<file path="config.mk">
export PLATFORM = sky130hd
export DESIGN_NAME = arith_wb_arb
export DESIGN_NICKNAME = d
export VERILOG_FILES = /design/src/rtl/arith_wb_arb_pkg.sv /design/src/rtl/fu_result_fifo.sv /design/src/rtl/arith_wb_arb.sv
export SDC_FILE = /design/constraint.sdc
export NUM_CORES = 1
export LEC_CHECK = 0
export CORE_MARGIN = 4
export CORE_UTILIZATION = 45
export CTS_CLUSTER_DIAMETER = 80
export CTS_CLUSTER_SIZE = 30
export DETAILED_ROUTE_END_ITERATION = 8
export GPL_TIMING_DRIVEN = 0
export HOLD_SLACK_MARGIN = 0.05
export PLACE_DENSITY = 0.8
export SLEW_MARGIN = 20
export SYNTH_ARGS = -nofsm -noshare
export SYNTH_HDL_FRONTEND = slang
export SYNTH_SLANG_ARGS = --single-unit
</file>
<file path="constraint.sdc">
create_clock -name clk -period 3.4 [get_ports clk]
set_clock_uncertainty 0.05 [all_clocks]
set_input_delay 0.68 -clock clk [delete_from_list [all_inputs] [get_ports clk]]
set_output_delay 0.68 -clock clk [all_outputs]
set_load 0.1 [all_outputs]
</file>
<file path="src/rtl/arith_wb_arb_pkg.sv">
// Shared types for the arithmetic writeback path: functional-unit result
// payload, starvation counter type and default divider FIFO depth.
package arith_wb_arb_pkg;

  typedef struct packed {
    logic [31:0] pc;
    logic [7:0]  id;
    logic [5:0]  prd;
    logic [31:0] rdval;
  } fu_output_t;

  typedef logic [7:0] starve_cnt_t;

  localparam int unsigned ARITH_WB_FIFO_DEPTH = 4;

endpackage

</file>
<file path="src/rtl/fu_result_fifo.sv">
// Small FIFO of functional-unit results. Pointers carry one extra wrap bit
// so full and empty are distinguishable without an occupancy counter.
module fu_result_fifo
  import arith_wb_arb_pkg::*;
#(
  parameter int unsigned DEPTH = ARITH_WB_FIFO_DEPTH
) (
  input  logic       clk,
  input  logic       rst,
  input  logic       enq,
  input  logic       deq,
  input  logic       flush,
  input  fu_output_t din,
  output logic       full,
  output logic       empty,
  output fu_output_t head
);

  localparam int unsigned AW = $clog2(DEPTH);

  logic [AW:0] wr_q, rd_q;
  fu_output_t  mem_q [DEPTH];
  logic        do_enq, do_deq;

  // Flush wins over any push/pop in the same cycle.
  always_comb begin
    do_enq = enq & ~full & ~flush;
    do_deq = deq & ~empty & ~flush;
    empty  = (wr_q == rd_q);
    full   = (wr_q[AW] != rd_q[AW]) && (wr_q[AW-1:0] == rd_q[AW-1:0]);
    head   = mem_q[rd_q[AW-1:0]];
  end

  // Pointer update; both pointers return to 0 on reset or flush.
  always_ff @(posedge clk) begin
    if (rst || flush) begin
      wr_q <= '0;
      rd_q <= '0;
    end else begin
      if (do_enq) wr_q <= wr_q + 1'b1;
      if (do_deq) rd_q <= rd_q + 1'b1;
    end
  end

  // Storage write; contents need no reset since empty masks them.
  always_ff @(posedge clk) begin
    if (do_enq) mem_q[wr_q[AW-1:0]] <= din;
  end

endmodule

</file>
<file path="src/rtl/arith_wb_arb.sv">
// Writeback arbiter: the multiplier always owns the port; divider results
// queue in a FIFO and drain into idle slots. A starvation counter asks issue
// for a multiplier bubble when the queue head waits too long.
module arith_wb_arb
  import arith_wb_arb_pkg::*;
#(
  parameter int unsigned DEPTH      = ARITH_WB_FIFO_DEPTH,
  parameter int unsigned STARVE_MAX = 8
) (
  input  logic       clk,
  input  logic       rst,
  input  fu_output_t mul_i,
  input  logic       mul_i_valid,
  input  fu_output_t div_i,
  input  logic       div_i_valid,
  output logic       div_i_ready,
  output fu_output_t wb_o,
  output logic       wb_o_valid,
  output logic       mul_block_o,
  input  logic       squash
);

  localparam starve_cnt_t StarveMax = starve_cnt_t'(STARVE_MAX);

  logic        full, empty, enq, deq;
  fu_output_t  head;
  starve_cnt_t count_q, count_d;

  fu_result_fifo #(
    .DEPTH (DEPTH)
  ) u_fifo (
    .clk   (clk),
    .rst   (rst),
    .enq   (enq),
    .deq   (deq),
    .flush (squash),
    .din   (div_i),
    .full  (full),
    .empty (empty),
    .head  (head)
  );

  // Port selection: multiplier first, FIFO head into idle slots only.
  always_comb begin
    div_i_ready = ~full;
    enq         = div_i_valid & ~full & ~squash;
    deq         = ~squash & ~mul_i_valid & ~empty;
    wb_o_valid  = ~squash & (mul_i_valid | ~empty);
    wb_o        = mul_i_valid ? mul_i : head;
    mul_block_o = (count_q == StarveMax);
  end

  // Starvation count: blocked cycles since the head last drained.
  always_comb begin
    count_d = count_q;
    if (squash || deq) begin
      count_d = '0;
    end else if (!empty && mul_i_valid && count_q != StarveMax) begin
      count_d = count_q + 1'b1;
    end
  end

  // Counter register.
  always_ff @(posedge clk) begin
    if (rst) count_q <= '0;
    else     count_q <= count_d;
  end

endmodule

</file>
==> results.ini, run 1 <==
[floorplan]
io_pins=242
core_area_sq_mm=0.0287
fp.dieH_um=178
die_w_um=178
dieArea_sq_mm=0.0318
start_util_pct=45.5
rows=62

[clocking]
root_buffer=clkbuf_16
cts_buffers=15
clkSinkCount=328
cts_buffer_depth=3
cts_max_level=1
cts_setup_buffers=0
cts_tree=built
clk_latency_ns=0.49
clkTransAtPathRegs_ns=0.11

[synth]
async_flop_share_pct=0
synth_fp_nets=935
synth_cell_type_count=38
ys_ff_latch=328
syn_inst=767
yosysWarnings=0
synth_enable_flop_cells=312
syn_area_sq_mm=0.0131
seq_area_frac_synth_pct=74.2
ys_dominant_reg_cell=edfxtp_1
synth.avg_cell_area_sq_um=17.0

[worst_setup_path]
worstSetupPathType=primary input to output port
worstRegToRegCells=4
endpoint_kind=output port
crit_fanout=10
cp.arrival_ns=2.58
startpoint=mul_i_valid
reg2reg_to=u_fifo.mem_q[0][60]
cp-endpoint=wb_o[1]
worstSetupStartpointType=primary input
rrSetupSlack_ns=0.65
r2r-start=u_fifo.wr_q[0]
required_ns=2.67

[drt]
drc_errors=0
ant_nets=0
drt_iter0_drc=469
drt-total-wl_mm=27.8
via_per_inst=5.16
drtPass1Iterations=5
avgRoutedWirePerCell_um=19.6
via_count=7313

[global_routing]
antenna_found_initial=1
grt_usage_pct=17.2
grt_pass1_wl_mm=42.4
grt_pass1_vias=7657
overflow=0
grt_max_degree=46

[sta]
max_freq_mhz=303
fin_crit_sh_pct=97.2
grt_setup_unrepaired=false
fin_crit_ns=3.31
setup_tns_ns=0
slew_headroom_pct=34.2
tightestPinTransition_ns=0.984
finalHoldViolCount=0
slew_violations=0
setup_violations=0
postLayoutSetupSlackWorst_ns=0.0944

[pwr]
totalPowerFinal_uw=7610
seqPwrFrac_pct=59.0
p_switching_uw=1960
combPwrFrac_pct=15.0
clockPowerShare_pct=26.0
ir_drop_v=0.000470
p_int_uw=5650
p_per_area_mw_per_mm2=463
switching_share_pct=25.8
total_leakage_power_uw=0.00564

[finish]
syn_to_final_growth_pct=25.7
final.fill_count=2224
mostFrequentLayoutCells=edfxtp_1, nand2_1, clkdlybuf4s50_1, mux4_2, clkdlybuf4s15_2
final_common_cell=edfxtp_1
final_util_pct=57.2
nNetsFinal=1197
drive_above_1_share_pct=21.9

[place]
dp_hpwl_mm=18.9
port_buffers=241
gp_congestion=0.724
dp_slack_ns=-1.27

[min_path]
worstHoldPathType=flop to flop

[status]
status=finished, final reports clean

[run]
maxCapViolCount=0

metrics by stage:
step / cells / instance area (sq um) / hold WS, ns
after detailed placement: 1396 / 16100 / 0.457
after global routing: 1418 / 16400 / 0.497
after global placement: 1392 / 16000 / 0.426
final: 1418 / 16400 / 0.476
after floorplan: 767 / 13100 / 0.406
after CTS: 1417 / 16400 / 0.473
synthesized netlist by cell type, drive strengths merged, types with 5 or more instances:
master / n / share of area, %
edfxtp: 312 / 72
nand2: 245 / 7.0
mux4: 78 / 13
buf: 24 / 0.94
dfxtp: 16 / 2.5
clkbuf: 14 / 0.40
a21oi: 8 / 0.31
nand3: 8 / 0.31
ha: 7 / 0.67
inv: 7 / 0.20
nor2: 5 / 0.14
xnor2: 5 / 0.34
registers in the layout (all words and copies together) (netlist names), named ones only:
register,flops
u_fifo.mem_q,312
count_q,8
u_fifo.rd_q,3
u_fifo.wr_q,3
what timing repair did:
item	CTS	global route
hold buffers	0	0
endpoints found under the setup margin	80	65
resized for setup	329	57
hold endpoints to repair	0	0
cell families after synthesis:
logic type | Yosys count | synth area share [%]
AO/OA/AOI/OAI | 26 | 1.31
buffers and inverters | 45 | 1.54
XOR/XNOR | 6 | 0.402
AND/OR/NAND/NOR | 277 | 8.47
multiplexers | 78 | 13.4
adder cells (fa/ha/maj) | 7 | 0.670
flip-flops | 328 | 74.2
layout make-up:
type,count,area (sq um),area share (%)
Timing Repair Buffer,245,2400,14.6
Multi-Input combinational cell,394,3180,19.4
Sequential cell,328,9690,59.0
Tap cell,384,480,2.93
Inverter,7,26.3,0.160
Clock inverter,6,46.3,0.282
Antenna cell,1,2.50,0.0152
Buffer,38,224,1.36
Clock buffer,15,375,2.29
power groups by stage:
| stage | clock network, uW | logic, uW | registers [uW] |
|---|---|---|---|
| 6_report | 1980 | 1140 | 4490 |
| 5_1_grt | 2190 | 1200 | 4490 |
| 4_1_cts | 2050 | 1150 | 4490 |
| 3_5_place_dp | 0 | 1180 | 4580 |
| 3_3_place_gp | 0 | 1160 | 4580 |
| 2_1_floorplan | 0 | 738 | 4580 |
metal layers:
metal  global-route usage, %  vias up  part of all wire (%)
li1                        -     3421                     -
met3                    2.08       28                   4.3
met5                       0        -                     0
met1                    23.4     3675                    42
met2                    30.2      189                    52
met4                    3.77        0                   1.6
worst max-delay path: stages:
cell	delay [ns]
clkdlybuf4s50_1	0.51
clkbuf_2	0.32
clkbuf_2	0.33
nand2_1	0.08
nand2_1	0.08
clkdlybuf4s15_2	0.56
worst min-delay path by stage:
stage          depth (start not counted)  slack [ns]       start         end
2_1_floorplan                          2        0.41  count_q[6]  count_q[6]
3_3_place_gp                           2        0.43  count_q[6]  count_q[6]
3_5_place_dp                           2        0.46  count_q[0]  count_q[0]
4_1_cts                                2        0.47  count_q[0]  count_q[0]
5_1_grt                                2        0.50  count_q[6]  count_q[6]
6_report                               2        0.48  count_q[7]  count_q[7]
Power figures use the tool's default switching activity.
==> inputs of run 2 (changes only) <==
Settings changed: CTS_CLUSTER_DIAMETER 80 to 60.
==> run 2 against run 1 <==
Sequential power about the same. Cell area increased by 1.9%. Routed wire length up 0.60%. Combinational power hardly changed. Non-clock buffer count did not move. Final cell count increased by 1.1%. Clock power up 37%. Sequential share of layout area decreased by 1.1 points. Sequential cell count did not move. Global-route usage up 0.12 points. Total power grew 9.5%. Largest cell class unchanged. Highest routed layer unchanged.
==> results.ini, run 2 (synthesis results as in run 1) <==
[worst_setup_path]
slowest_delay_ns=0.50  ; -0.06 ns
worstSetupPathType=primary input to output port
endpoint_kind=output port
crit_chain=clkdlybuf4s50_1 -> clkbuf_2 -> buf_6 -> clkbuf_2 -> nand2_1 -> nand2_1 -> buf_2
worstSetupStartpointType=primary input
crit_path_top_delay_cell=clkdlybuf4s50_1
required_ns=2.67  ; about the same
crit_fanout=10  ; unchanged
cp.arrival_ns=2.55  ; -0.03 ns

[clocking]
postCtsResizedCells=331  ; +0.61%
root_buffer=clkbuf_16
cts_hold_buf=0  ; unchanged
clk_latency_ns=0.50  ; about the same
cts_tree=built
cts_buffers=20  ; +5
cts_buffer_depth=3  ; unchanged
cts_max_level=1  ; unchanged
clkSinkCount=328  ; unchanged
cts_setup_buffers=0  ; unchanged
clkTransAtPathRegs_ns=0.09  ; -0.02 ns

[drt]
drt-total-wl_mm=28.0  ; +0.60%
ant_nets=0  ; unchanged
avgRoutedWirePerCell_um=19.5  ; -0.45%
drtPass1Iterations=6  ; +1
via_per_inst=5.15  ; -0.14%
drc_errors=0  ; unchanged
via_count=7380  ; +0.92%
drt_iter0_drc=558  ; +19%

[pwr]
total_leakage_power_uw=0.00579  ; +2.5%
p_per_area_mw_per_mm2=498  ; +7.4%
ir_drop_v=0.000383  ; -19%

[finish]
final.fill_count=2169  ; -2.5%
largest_register_ffs=312  ; unchanged
nNetsFinal=1202  ; +0.42%
drive_above_1_share_pct=23.1  ; +1.2 points
instances_no_fill=1433  ; +1.1%
mostFrequentLayoutCells=edfxtp_1, nand2_1, clkdlybuf4s50_1, mux4_2, clkdlybuf4s15_2
final_common_cell=edfxtp_1
syn_to_final_growth_pct=28.2

[global_routing]
antenna_found_initial=1  ; unchanged
grt_usage_pct=17.4  ; +0.12 points
grt_pass1_wl_mm=42.8  ; +0.99%
overflow=0  ; unchanged
grt_max_degree=46  ; unchanged
grt_pass1_vias=7777  ; +1.6%

[sta]
tightestPinTransition_ns=0.980  ; -0.00305 ns
setup_violations=0  ; unchanged
grt_setup_unrepaired=false
slew_violations=0  ; unchanged
holdWs_ns=0.471  ; -0.00481 ns
fin_crit_ns=3.28  ; -0.0212 ns
slew_headroom_pct=34.4  ; +0.20 points
max_freq_mhz=304  ; +0.65%
fin_crit_sh_pct=96.6  ; -0.62 points
finalHoldViolCount=0  ; unchanged

[floorplan]
die_w_um=178  ; unchanged
fp.dieH_um=178  ; unchanged
start_util_pct=45.5  ; unchanged
rows=62  ; unchanged
io_pins=242  ; unchanged
dieArea_sq_mm=0.0318  ; unchanged
core_area_sq_mm=0.0287  ; unchanged

[place]
dp_cells=1396  ; unchanged
dp_hpwl_mm=18.9  ; unchanged
port_buffers=241  ; unchanged
gp_congestion=0.724  ; unchanged

[run]
maxCapViolCount=0  ; unchanged

[min_path]
worstHoldPathType=flop to flop

[status]
status=finished, final reports clean

-- run 2: cell types whose count changed in the layout (fill, tap and decap cells not counted), sizes merged --
cell and change:
clkdlybuf4s15 +3, inv +6, clkinvlp +1, buf +1, clkbuf +3, bufinv +1
-- run 2: report_power, final --
group	total, uW	internal, uW	switching, uW
combinational	1140	347	795
sequential	4490	4470	12.8
clock	2710	1300	1400
-- run 2: stage by stage --
step	setup WS, ns	util (%)	power (uW)	cell area [sq um]	setup TNS, ns
2_1_floorplan	0.290	-	5320	13100	0
3_3_place_gp	-1.26	55.6	5740	16000	-271.83
3_5_place_dp	-1.27	56.0	5760	16100	-76.14
4_1_cts	0.000881	58.4	8420	16800	0
5_1_grt	0.00523	58.3	8620	16700	0
6_report	0.116	58.3	8340	16700	0
-- run 2: critical path, delay by kind of cell --
family,cells,cell delay (ns)
buf+inv,5,1.68
simple gates,2,0.17
-- run 2: layout make-up --
cell class                      instances  area, sq um  area share, %
Antenna cell                            1         2.50         0.0149
Buffer                                 38          225           1.35
Clock buffer                           22          529           3.16
Clock inverter                         14          200           1.20
Inverter                                7         26.3          0.157
Multi-Input combinational cell        394         3180           19.0
Sequential cell                       328         9690           57.9
Tap cell                              384          480           2.87
Timing Repair Buffer                  245         2410           14.4
-- run 2: metal layers --
layer | wire [um] | global-route usage [%] | vias to the layer above
li1 | - | - | 3447
met1 | 11600 | 23.4 | 3682
met2 | 14500 | 30.4 | 214
met3 | 1370 | 2.18 | 37
met4 | 503 | 3.97 | 0
met5 | 0 | 0 | -
-- run 2: worst paths after layout --
kind	slack, ns	start	cells past startpoint	endpoint
worst min register to register	0.47	count_q[7]	2	count_q[7]
worst min-delay path	0.47	count_q[7]	2	count_q[7]
worst max-delay path	0.12	mul_i_valid	7	wb_o[66]
worst max register to register	0.66	u_fifo.wr_q[0]	4	u_fifo.mem_q[0][51]
